<file path="config.mk">
export PLATFORM = sky130hd
export DESIGN_NAME = serial_subtractor
export DESIGN_NICKNAME = d
export VERILOG_FILES = /design/src/rtl/sub_pkg.sv /design/src/rtl/full_sub.sv /design/src/rtl/serial_subtractor.sv
export SDC_FILE = /design/constraint.sdc
export NUM_CORES = 1
export LEC_CHECK = 0
export CORE_MARGIN = 8
export CORE_UTILIZATION = 52
export DETAILED_ROUTE_END_ITERATION = 8
export PLACE_DENSITY = 0.83
export SYNTH_ARGS = -nofsm -noshare
export SYNTH_HDL_FRONTEND = slang
export SYNTH_SLANG_ARGS = --single-unit
</file>
<file path="constraint.sdc">
create_clock -name clk -period 3.3 [get_ports clk]
set_input_delay 0.66 -clock clk [delete_from_list [all_inputs] [get_ports clk]]
set_output_delay 0.66 -clock clk [all_outputs]
set_load 0.01 [all_outputs]
</file>
<file path="src/rtl/sub_pkg.sv">
// ---------------------------------------------------------------------------
// sub_pkg
// Shared definitions for the bit-serial subtractor:
//   state_t : controller states (IDLE, RUN, DONE)
//   SUB_W   : default operand/result width
// ---------------------------------------------------------------------------
package sub_pkg;

    localparam int SUB_W = 8;

    typedef enum logic [1:0] {
        IDLE = 2'd0,
        RUN  = 2'd1,
        DONE = 2'd2
    } state_t;

endpackage

</file>
<file path="src/rtl/full_sub.sv">
// ---------------------------------------------------------------------------
// full_sub
// One-bit full subtractor cell: d = x - y - z, with borrow-out bo.
// Ports:
//   x  : minuend bit
//   y  : subtrahend bit
//   z  : borrow-in
//   d  : difference bit
//   bo : borrow-out
// ---------------------------------------------------------------------------
module full_sub (
    input  logic x,
    input  logic y,
    input  logic z,
    output logic d,
    output logic bo
);

    assign d  = x ^ y ^ z;
    // Borrow when y alone exceeds x, or when x == y and a borrow comes in.
    assign bo = (~x & y) | (~(x ^ y) & z);

endmodule

</file>
<file path="src/rtl/serial_subtractor.sv">
// ---------------------------------------------------------------------------
// serial_subtractor
// Bit-serial W-bit subtractor: diff = (a - b - bin) mod 2^W, bout = borrow.
// Processes one bit per clock, LSB first, through a single full_sub cell.
// Ports:
//   clk, rst             : clock, synchronous active-high reset
//   in_valid / in_ready  : operand handshake (ready only when idle)
//   a, b, bin            : minuend, subtrahend, borrow-in
//   out_valid / out_ready: result handshake (valid only when done)
//   diff, bout           : registered result and borrow-out
// ---------------------------------------------------------------------------
module serial_subtractor
    import sub_pkg::*;
#(
    parameter int W = SUB_W
) (
    input  logic         clk,
    input  logic         rst,
    input  logic         in_valid,
    output logic         in_ready,
    input  logic [W-1:0] a,
    input  logic [W-1:0] b,
    input  logic         bin,
    output logic         out_valid,
    input  logic         out_ready,
    output logic [W-1:0] diff,
    output logic         bout
);

    localparam int            CW   = $clog2(W + 1);
    localparam logic [CW-1:0] LAST = CW'(W - 1);

    state_t        state_q, state_d;
    logic [W-1:0]  sa_q, sa_d;
    logic [W-1:0]  sb_q, sb_d;
    logic [W-1:0]  diff_q, diff_d;
    logic          borrow_q, borrow_d;
    logic          bout_q, bout_d;
    logic [CW-1:0] cnt_q, cnt_d;
    logic          cell_d;
    logic          cell_bo;

    full_sub u_cell (
        .x  (sa_q[0]),
        .y  (sb_q[0]),
        .z  (borrow_q),
        .d  (cell_d),
        .bo (cell_bo)
    );

    always_comb begin
        state_d  = state_q;
        sa_d     = sa_q;
        sb_d     = sb_q;
        diff_d   = diff_q;
        borrow_d = borrow_q;
        bout_d   = bout_q;
        cnt_d    = cnt_q;

        unique case (state_q)
            IDLE: begin
                if (in_valid) begin
                    sa_d     = a;
                    sb_d     = b;
                    borrow_d = bin;
                    cnt_d    = '0;
                    state_d  = RUN;
                end
            end
            RUN: begin
                sa_d        = sa_q >> 1;
                sb_d        = sb_q >> 1;
                // Result bits enter at the MSB so after W shifts bit 0 sits at LSB.
                diff_d      = diff_q >> 1;
                diff_d[W-1] = cell_d;
                borrow_d    = cell_bo;
                cnt_d       = cnt_q + CW'(1);
                if (cnt_q == LAST) begin
                    bout_d  = cell_bo;
                    state_d = DONE;
                end
            end
            DONE: begin
                if (out_ready) begin
                    state_d = IDLE;
                end
            end
            default: state_d = IDLE;
        endcase
    end

    always_ff @(posedge clk) begin
        if (rst) begin
            state_q  <= IDLE;
            diff_q   <= '0;
            borrow_q <= 1'b0;
            bout_q   <= 1'b0;
            cnt_q    <= '0;
        end else begin
            state_q  <= state_d;
            diff_q   <= diff_d;
            borrow_q <= borrow_d;
            bout_q   <= bout_d;
            cnt_q    <= cnt_d;
        end
    end

    // Operand shift registers only matter once loaded, so they skip reset.
    always_ff @(posedge clk) begin
        sa_q <= sa_d;
        sb_q <= sb_d;
    end

    assign in_ready  = (state_q == IDLE);
    assign out_valid = (state_q == DONE);
    assign diff      = diff_q;
    assign bout      = bout_q;

endmodule
</file>
==> metrics, run 1 <==
status=completed; Tightest Pin Transition=0.914 ns; first-pass GRT wire length=4750 um; routability cong.=0.747; share of cells above drive strength 1=6.32%; synthesized area per cell=9.36 sq um; Post-CTS Repair Setup Buffers=0; Site Rows=18; number of max-cap violations=0; Die Wd=66.7 um; Post-Layout Cell Count=204; Die H=66.7 um; global-route usage over all layers=13.8%; CP required=2.64 ns; number of synthesized flops with an enable pin=16; ys async rst share=0%; hold path start=diff[0]; Crit path largest cell delay=0.57 ns; Setup TNS=0 ns; Syn Nets=166; clock transition at the registers of the reported paths=0.10 ns; cell area after synthesis=1340 sq um; number of global-route vias before repair=1107; CTS max path bufs=2; H-tree lvl count=2; effective utilization at floorplan=54.5%; Final min period=2.21 ns; register area share after synthesis=59.8%; synth warn=0; initial antenna violation count=0; Max Clock Skew=0.00963 ns; antenna-violating nets left=0; cts bufs inserted=5; hold-critical path depth=2; drc violations=0; pwr dens=452 nW/um^2; DIE AREA=4450 sq um; Remaining Overflow, GRT=0; Finish-stage setup viols=0; number of distinct library cells after synthesis=28; ys flop type=edfxtp_1; DRT iter0 DRCs=66; relative slew slack=39.0%; number of synthesized register bits=32; max-slew violations=0; IO Pins=32; crit path kind=reg -> out; R2R cell count=3; Max Freq=0.453 GHz; Routed WL=2810 um; routed vias/inst=5.04; most frequent cells in the layout=61 x nand2_1, 31 x clkdlybuf4s50_1, 16 x dfxtp_1, 16 x edfxtp_1, 11 x a21oi_1; Slowest-stage cell, CP=clkdlybuf4s50_1; Detail Placement HPWL=1970 um; post-layout util=69.5%; Core ar.=2450 sq um; worst skew pair latency=0.34 ns; Worst EP arrival=1.55 ns; Area Overhead vs Synth=27.5%; Fin. Hold Viols=0; I/O Buffers=31; DR pass1 iterations=4; Setup crit end kind=output pin; Hold EP=diff[0]; delay-heaviest family, CP=buffers and inverters; placed cell count=196; largest net degree at the start of global routing=26; routed length per placed instance=13.8 um; RSZ-0062 raised after global routing=no; Worst setup SP type=flop; TritonCTS clock tree=done; Worst VDD drop=0.382 mV; ant diodes=0; Via Count=1029; CTS hold repair buffers=0; crit path cell chain=nor2b_1, clkdlybuf4s50_1; CTS sink cnt=32; commonest non-fill, non-tap cell in the layout=nand2_1; Critical R2R Capture=cnt_q[2]; worst hold slack=0.468 ns; Worst Path Buf+Inv=1; final period utilization=66.8%; cts repair resizes=0; Leak=0.671 nW; reg-to-reg startpoint=state_q[0]; root buf cell=clkbuf_4; R2R setup slack=1.57 ns; fin nets=196; Synth Instances=143; worst-path fanout max=7; Hold Path Class=reg -> reg
==> synthesized netlist by cell type, types with 2 or more instances <==
library cell	n	area (sq um)
nand2b_1	3	18.8
nor2_1	3	11.3
a21oi_1	11	55.1
nand2_1	61	229
edfxtp_1	16	480
nor2b_1	2	12.5
clkbuf_1	3	11.3
inv_1	3	11.3
nand3_1	2	10.0
and2_1	2	12.5
dfxtp_1	16	320
buf_2	5	25.0
==> state kept, by name (all words and copies together), names as in the netlist <==
signal,cells
state_q,2
cnt_q,4
sa_q,8
sb_q,8
borrow_q,1
bout,1
diff,8
==> worst max path at each step <==
stage / from / to / slack (ns) / depth (start not counted)
floorplan: in_valid / cnt_q[2] / 1.86 / 4
global placement: in_valid / cnt_q[2] / 1.30 / 5
detailed placement: in_valid / cnt_q[2] / 1.26 / 5
CTS: state_q[1] / out_valid / 1.09 / 2
global route: state_q[1] / out_valid / 1.05 / 2
finish: state_q[1] / out_valid / 1.09 / 2
==> area by class of cell <==
cell class	count	area (sq um)
well taps	30	37.5
flip-flops and latches	32	801
inverters	4	15.0
clock inverters	3	18.8
clock buffers	5	37.5
fillers	194	748
repair buffers	32	318
multi-input cells	98	479
==> where the power goes <==
part           switching (mW)  leakage, nW  internal, mW
registers              0.0121        0.294         0.449
clock network           0.137       0.0349        0.0816
logic                  0.0467        0.342        0.0450
==> worst min-delay path, cell delays in order (launching register included) <==
cell     delay [ns]
dfxtp_1        0.32
nand2_1        0.05
a21oi_1        0.05
==> layer usage <==
layer | wire length (um) | GRT usage (%)
met5 | 0 | 0
met2 | 1330 | 23.1
met1 | 1230 | 14.5
met4 | 48 | 6.40
met3 | 203 | 6.38
==> logic make-up (layout without fill, tap and decap cells) <==
| kind of cell | count (synthesis) | in the layout | share of synthesized area (%) |
|---|---|---|---|
| compound gates | 19 | 19 | 8.79 |
| fa+ha+maj | 2 | 2 | 2.43 |
| buf+inv | 13 | 44 | 4.39 |
| flops | 32 | 32 | 59.8 |
| mux | 1 | 1 | 0.748 |
| simple gates | 76 | 76 | 23.8 |
==> stage by stage <==
| step | total power [mW] | cell area [sq um] | setup slack (ns) |
|---|---|---|---|
| final | 0.771 | 1710 | 1.09 |
| after detailed placement | 0.562 | 1650 | 1.26 |
| after CTS | 0.775 | 1710 | 1.09 |
| after floorplan | 0.519 | 1340 | 1.86 |
| after global placement | 0.555 | 1650 | 1.30 |
| after global routing | 0.809 | 1710 | 1.05 |
(Power assumes the default switching activity.)
==> inputs of run 2 (changes only) <==
CORE_UTILIZATION = 48   (was 52)
PLACE_DENSITY = 0.78   (was 0.83)
clock period = 2.14 ns   (was 3.3 ns; I/O delays follow)
==> run 2 against run 1 <==
Net effect: setup slack worse by 0.92 ns; sequential share of layout area is 0.51 points lower; hold slack worse by 0.0063 ns; largest cell class unchanged; critical path depth stayed put; clock-buffer cell count is 3 higher; die area is 6.3% higher; flip-flop and latch count stayed put; first-iteration DRC count is 61% lower; wire length is 2.9% higher; non-clock buffer count is 2 higher; clock power is 63% higher.
==> metrics, run 2 (same netlist as run 1, synthesis figures left out) <==
status=completed (unchanged); Detail Placement HPWL=2090 um (was 1970 um); H-tree lvl count=2 (unchanged); CTS hold repair buffers=0 (unchanged); Net Switching=286 uW (was 196 uW); routability cong.=0.730 (was 0.747); RSZ-0062 raised after global routing=no (unchanged); final period utilization=91.7%; Core ar.=2710 sq um (was 2450 sq um); IO Pins=32 (unchanged); Logic pwr share=12.1% (was 11.9%); Area Overhead vs Synth=28.9% (was 27.5%); Max Clock Skew=0.0111 ns (was 0.00963 ns); I/O Buffers=31 (unchanged); commonest non-fill, non-tap cell in the layout=nand2_1 (unchanged); Worst VDD drop=0.511 mV (was 0.382 mV); Worst Path Buf+Inv=1 (unchanged); drc violations=0 (unchanged); Worst setup SP type=flop (unchanged); Leak=0.678 nW (was 0.671 nW); Crit path largest cell delay=0.57 ns (about the same); Post-CTS Repair Setup Buffers=0 (unchanged); number of max-cap violations=0 (unchanged); Tot Pwr=1.21 mW (was 771 uW); routed length per placed instance=13.9 um (was 13.8 um); most frequent cells in the layout=61 x nand2_1, 31 x clkdlybuf4s50_1, 16 x dfxtp_1, 16 x edfxtp_1, 11 x a21oi_1 (unchanged); Max Freq=0.510 GHz; Worst EP arrival=1.53 ns (was 1.55 ns); effective utilization at floorplan=49.4% (was 54.5%); first-pass GRT wire length=4800 um (was 4750 um); CP required=1.71 ns (was 2.64 ns); Slowest-stage cell, CP=clkdlybuf4s50_1 (unchanged); cts repair resizes=0 (unchanged); Routed WL=2890 um (was 2810 um); ant diodes=0 (unchanged); fin nets=198 (was 196); delay-heaviest family, CP=buffers and inverters (unchanged); global-route usage over all layers=13.9% (was 13.8%); crit path cell chain=nor2b_1, clkdlybuf4s50_1 (unchanged); relative slew slack=62.6% (was 39.0%); Via Count=1058 (was 1029); Setup TNS=0 ns (unchanged); worst-path fanout max=7 (unchanged); Fin. Hold Viols=0 (unchanged); internal power=928 uW (was 576 uW); Remaining Overflow, GRT=0 (unchanged); share of cells above drive strength 1=6.25% (was 6.32%); Switching Share=23.6% (was 25.4%); Finish-stage setup viols=0 (unchanged); largest net degree at the start of global routing=26 (unchanged); initial antenna violation count=0 (unchanged); worst skew pair latency=0.33 ns (was 0.34 ns); Die Wd=68.8 um (was 66.7 um); DIE AREA=4730 sq um (was 4450 sq um); cts bufs inserted=5 (unchanged); max-slew violations=0 (unchanged); routed vias/inst=5.11 (was 5.04); pwr dens=703 nW/um^2 (was 452 nW/um^2); Site Rows=19 (was 18); CTS max path bufs=2 (unchanged); Clk network pwr share=29.3% (was 28.3%); DR pass1 iterations=4 (unchanged); Hold Path Class=reg -> reg (unchanged); clock transition at the registers of the reported paths=0.10 ns (about the same); Flop pwr share=58.5% (was 59.8%); DRT iter0 DRCs=26 (was 66); root buf cell=clkbuf_4 (unchanged); antenna-violating nets left=0 (unchanged); Setup crit end kind=output pin (unchanged); crit path kind=reg -> out (unchanged); TritonCTS clock tree=done (unchanged); number of global-route vias before repair=1113 (was 1107); Tightest Pin Transition=0.559 ns (was 0.914 ns); Final min period=1.96 ns; Die H=68.8 um (was 66.7 um); CTS sink cnt=32 (unchanged)
==> run 2: cell count changes in the layout (fill, tap and decap cells not counted) <==
cell / previous run / this run
buf_4: 1 / 3
clkbuf_8: 0 / 1
clkbuf_1: 0 / 2
clkinv_2: 2 / 0
clkinv_4: 1 / 0
==> run 2: cell type report <==
type                            instances  area (sq um)
Multi-Input combinational cell         98           479
Fill cell                             239           985
Inverter                                4          15.0
Tap cell                               31          38.8
Sequential cell                        32           801
Clock buffer                            8          58.8
Timing Repair Buffer                   34           333
==> run 2: power groups by stage <==
stage / logic, mW / registers, mW / clock network (mW)
detailed placement: 0.149 / 0.725 / 0
global placement: 0.140 / 0.722 / 0
finish: 0.147 / 0.710 / 0.356
floorplan: 0.0826 / 0.718 / 0
global route: 0.166 / 0.715 / 0.390
CTS: 0.150 / 0.711 / 0.364
==> run 2: worst paths after layout <==
path | from | to | slack, ns | depth (start not counted)
worst max-delay path | state_q[1] | out_valid | 0.18 | 2
worst min-delay path | diff[0] | diff[0] | 0.46 | 2
worst max register to register | state_q[0] | cnt_q[2] | 0.70 | 4
worst min register to register | diff[0] | diff[0] | 0.46 | 2
==> run 2: per-layer routing <==
layer  share of wire, %  vias up  wire length, um  GRT usage (%)
met5                  0        -                0              0
met4                1.5        0               44           5.51
met3                6.4        5              185           6.79
met2                 52       21             1490           24.3
met1                 40      497             1160           13.8
li1                   -      535                -              -
==> run 2: metrics by stage <==
stage | hold slack (ns) | utilization [%] | setup slack, ns | cells | area (sq um)
2_1_floorplan | 0.454 | - | 0.897 | 143 | 1340
3_3_place_gp | 0.444 | 61.5 | 0.376 | 199 | 1670
3_5_place_dp | 0.456 | 61.5 | 0.289 | 199 | 1670
4_1_cts | 0.467 | 63.7 | 0.181 | 207 | 1730
5_1_grt | 0.492 | 63.7 | 0.0784 | 207 | 1730
6_report | 0.462 | 63.7 | 0.178 | 207 | 1730
==> run 2: worst register-to-register path, stage by stage (launching register included) <==
cell      delay [ns]
dfxtp_1         0.42
o21bai_2        0.32
inv_2           0.23
o21a_1          0.16
a211oi_1        0.22
==> inputs of run 3 (changes only) <==
SETUP_SLACK_MARGIN = 0.2   (was not set)
==> run 3 against run 2 <==
Net effect: critical path depth unchanged; first-iteration DRC count decreased by 12%; sequential power about the same; setup slack improved by 0.19 ns; wire length increased by 0.69%; clock-buffer cell count unchanged; utilization increased by 0.18 points; via count increased by 0.66%; global-route usage about the same; highest routed layer unchanged; cell count unchanged; cell area increased by 0.29%; fmax increased by 10%.
==> metrics, run 3 (same netlist as run 1, synthesis figures left out) <==
Hold EP=diff[0] (unchanged); relative slew slack=62.8% (was 62.6%); Max Freq=0.563 GHz (was 0.510 GHz); Tot Pwr=1.21 mW (about the same); antenna-violating nets left=0 (unchanged); Routed WL=2910 um (was 2890 um); DRT iter0 DRCs=23 (was 26); Site Rows=19 (unchanged); Tightest Pin Transition=0.557 ns (was 0.559 ns); effective utilization at floorplan=49.4% (unchanged); first-pass GRT wire length=4820 um (was 4800 um); Max Clock Skew=0.0105 ns (was 0.0111 ns); worst-path fanout max=10 (was 7); DIE AREA=4730 sq um (unchanged); CTS sink cnt=32 (unchanged); Setup crit end kind=output pin (unchanged); I/O Buffers=31 (unchanged); pwr dens=701 nW/um^2 (was 703 nW/um^2); Setup TNS=0 ns (unchanged); crit path cell chain=nor2_1, clkdlybuf4s50_1 (was nor2b_1, clkdlybuf4s50_1); fin nets=198 (unchanged); Die H=68.8 um (unchanged); drc violations=0 (unchanged); Worst VDD drop=0.511 mV (about the same); share of cells above drive strength 1=7.39% (was 6.25%); Die Wd=68.8 um (unchanged); routed length per placed instance=14.0 um (was 13.9 um); filler cell count=239 (unchanged); status=completed (unchanged); Leak=0.697 nW (was 0.678 nW); global-route usage over all layers=13.9% (about the same); crit path kind=reg -> out (unchanged); Finish-stage setup viols=0 (unchanged); Core ar.=2710 sq um (unchanged); initial antenna violation count=0 (unchanged); FF/Latch Area=803 sq um (was 801 sq um); Slowest-stage cell, CP=clkdlybuf4s50_1 (unchanged); Critical R2R Capture=cnt_q[2] (unchanged); Final min period=1.78 ns (was 1.96 ns); area occupied by multi-input gates=479 sq um (unchanged); R2R cell count=4 (unchanged); hold path start=diff[0] (unchanged); Hold Path Class=reg -> reg (unchanged); Worst setup SP type=flop (unchanged); Detail Placement HPWL=2090 um (unchanged); Area Overhead vs Synth=29.3% (was 28.9%); worst skew pair latency=0.33 ns (about the same); Via Count=1065 (was 1058); CP required=1.71 ns (about the same); routed vias/inst=5.14 (was 5.11); hold-critical path depth=2 (unchanged); commonest non-fill, non-tap cell in the layout=nand2_1 (unchanged); H-tree lvl count=2 (unchanged); ant diodes=0 (unchanged); R2R setup slack=0.75 ns (was 0.70 ns); Remaining Overflow, GRT=0 (unchanged); IO Pins=32 (unchanged); number of max-cap violations=0 (unchanged); clock transition at the registers of the reported paths=0.10 ns (about the same); routability cong.=0.730 (unchanged); Fin. Hold Viols=0 (unchanged); max-slew violations=0 (unchanged); most frequent cells in the layout=61 x nand2_1, 30 x clkdlybuf4s50_1, 16 x edfxtp_1, 14 x dfxtp_1, 11 x a21oi_1 (was 61 x nand2_1, 31 x clkdlybuf4s50_1, 16 x dfxtp_1, 16 x edfxtp_1, 11 x a21oi_1); final period utilization=83.0% (was 91.7%); RSZ-0062 raised after global routing=no (unchanged); DR pass1 iterations=4 (unchanged); Worst EP arrival=1.35 ns (was 1.53 ns); CTS max path bufs=2 (unchanged); number of global-route vias before repair=1123 (was 1113); cts bufs inserted=5 (unchanged); reg-to-reg startpoint=state_q[0] (unchanged); root buf cell=clkbuf_4 (unchanged); largest net degree at the start of global routing=26 (unchanged); TritonCTS clock tree=done (unchanged); Crit path largest cell delay=0.54 ns (was 0.57 ns)
-- run 3: where the power goes --
group	internal, mW	total [mW]	leakage, nW	switching [mW]
combinational	0.0733	0.147	0.370	0.0738
clock	0.162	0.355	0.0326	0.193
sequential	0.693	0.711	0.295	0.0179
-- run 3: timing repair --
action / CTS / global route
pin swaps: 0 / 0
hold buffers: 0 / 0
resized for setup: 2 / 1
buffers inserted: 0 / 0
setup endpoints to repair: 1 / 1
-- run 3: worst max-delay path, delay by kind of cell, from the launching register on --
kind	cells	cell delay, ns
AND/OR/NAND/NOR	1	0.10
buffers and inverters	1	0.54
flip-flops	1	0.38
-- run 3: routing by layer --
layer,GRT usage [%],vias up,routed length (um)
met5,0,-,0
li1,-,534,-
met1,13.6,501,1160
met4,5.51,0,44
met2,24.6,25,1500
met3,6.79,5,202
-- run 3: worst max path at each step --
stage | start | end | slack [ns] | depth (start not counted)
2_1_floorplan | state_q[0] | cnt_q[2] | 0.90 | 5
3_3_place_gp | in_valid | cnt_q[2] | 0.38 | 5
3_5_place_dp | in_valid | cnt_q[2] | 0.29 | 5
4_1_cts | state_q[1] | out_valid | 0.24 | 2
5_1_grt | state_q[0] | in_ready | 0.28 | 2
6_report | state_q[0] | in_ready | 0.36 | 2
-- run 3: final cells by class --
class / instances / share of cell area [%]
clock buffer: 8 / 3.40
inverter: 4 / 0.868
timing repair buffer: 34 / 19.4
multi-input combinational: 98 / 27.7
tap: 31 / 2.24
sequential: 32 / 46.4
-- run 3: metrics by stage --
step / setup WS, ns / area [sq um] / hold slack (ns) / utilization, % / std cells
5_1_grt: 0.277 / 1730 / 0.492 / 63.9 / 207
3_3_place_gp: 0.376 / 1670 / 0.444 / 61.5 / 199
6_report: 0.364 / 1730 / 0.462 / 63.9 / 207
4_1_cts: 0.240 / 1730 / 0.467 / 63.8 / 207
2_1_floorplan: 0.897 / 1340 / 0.454 / - / 143
3_5_place_dp: 0.289 / 1670 / 0.456 / 61.5 / 199
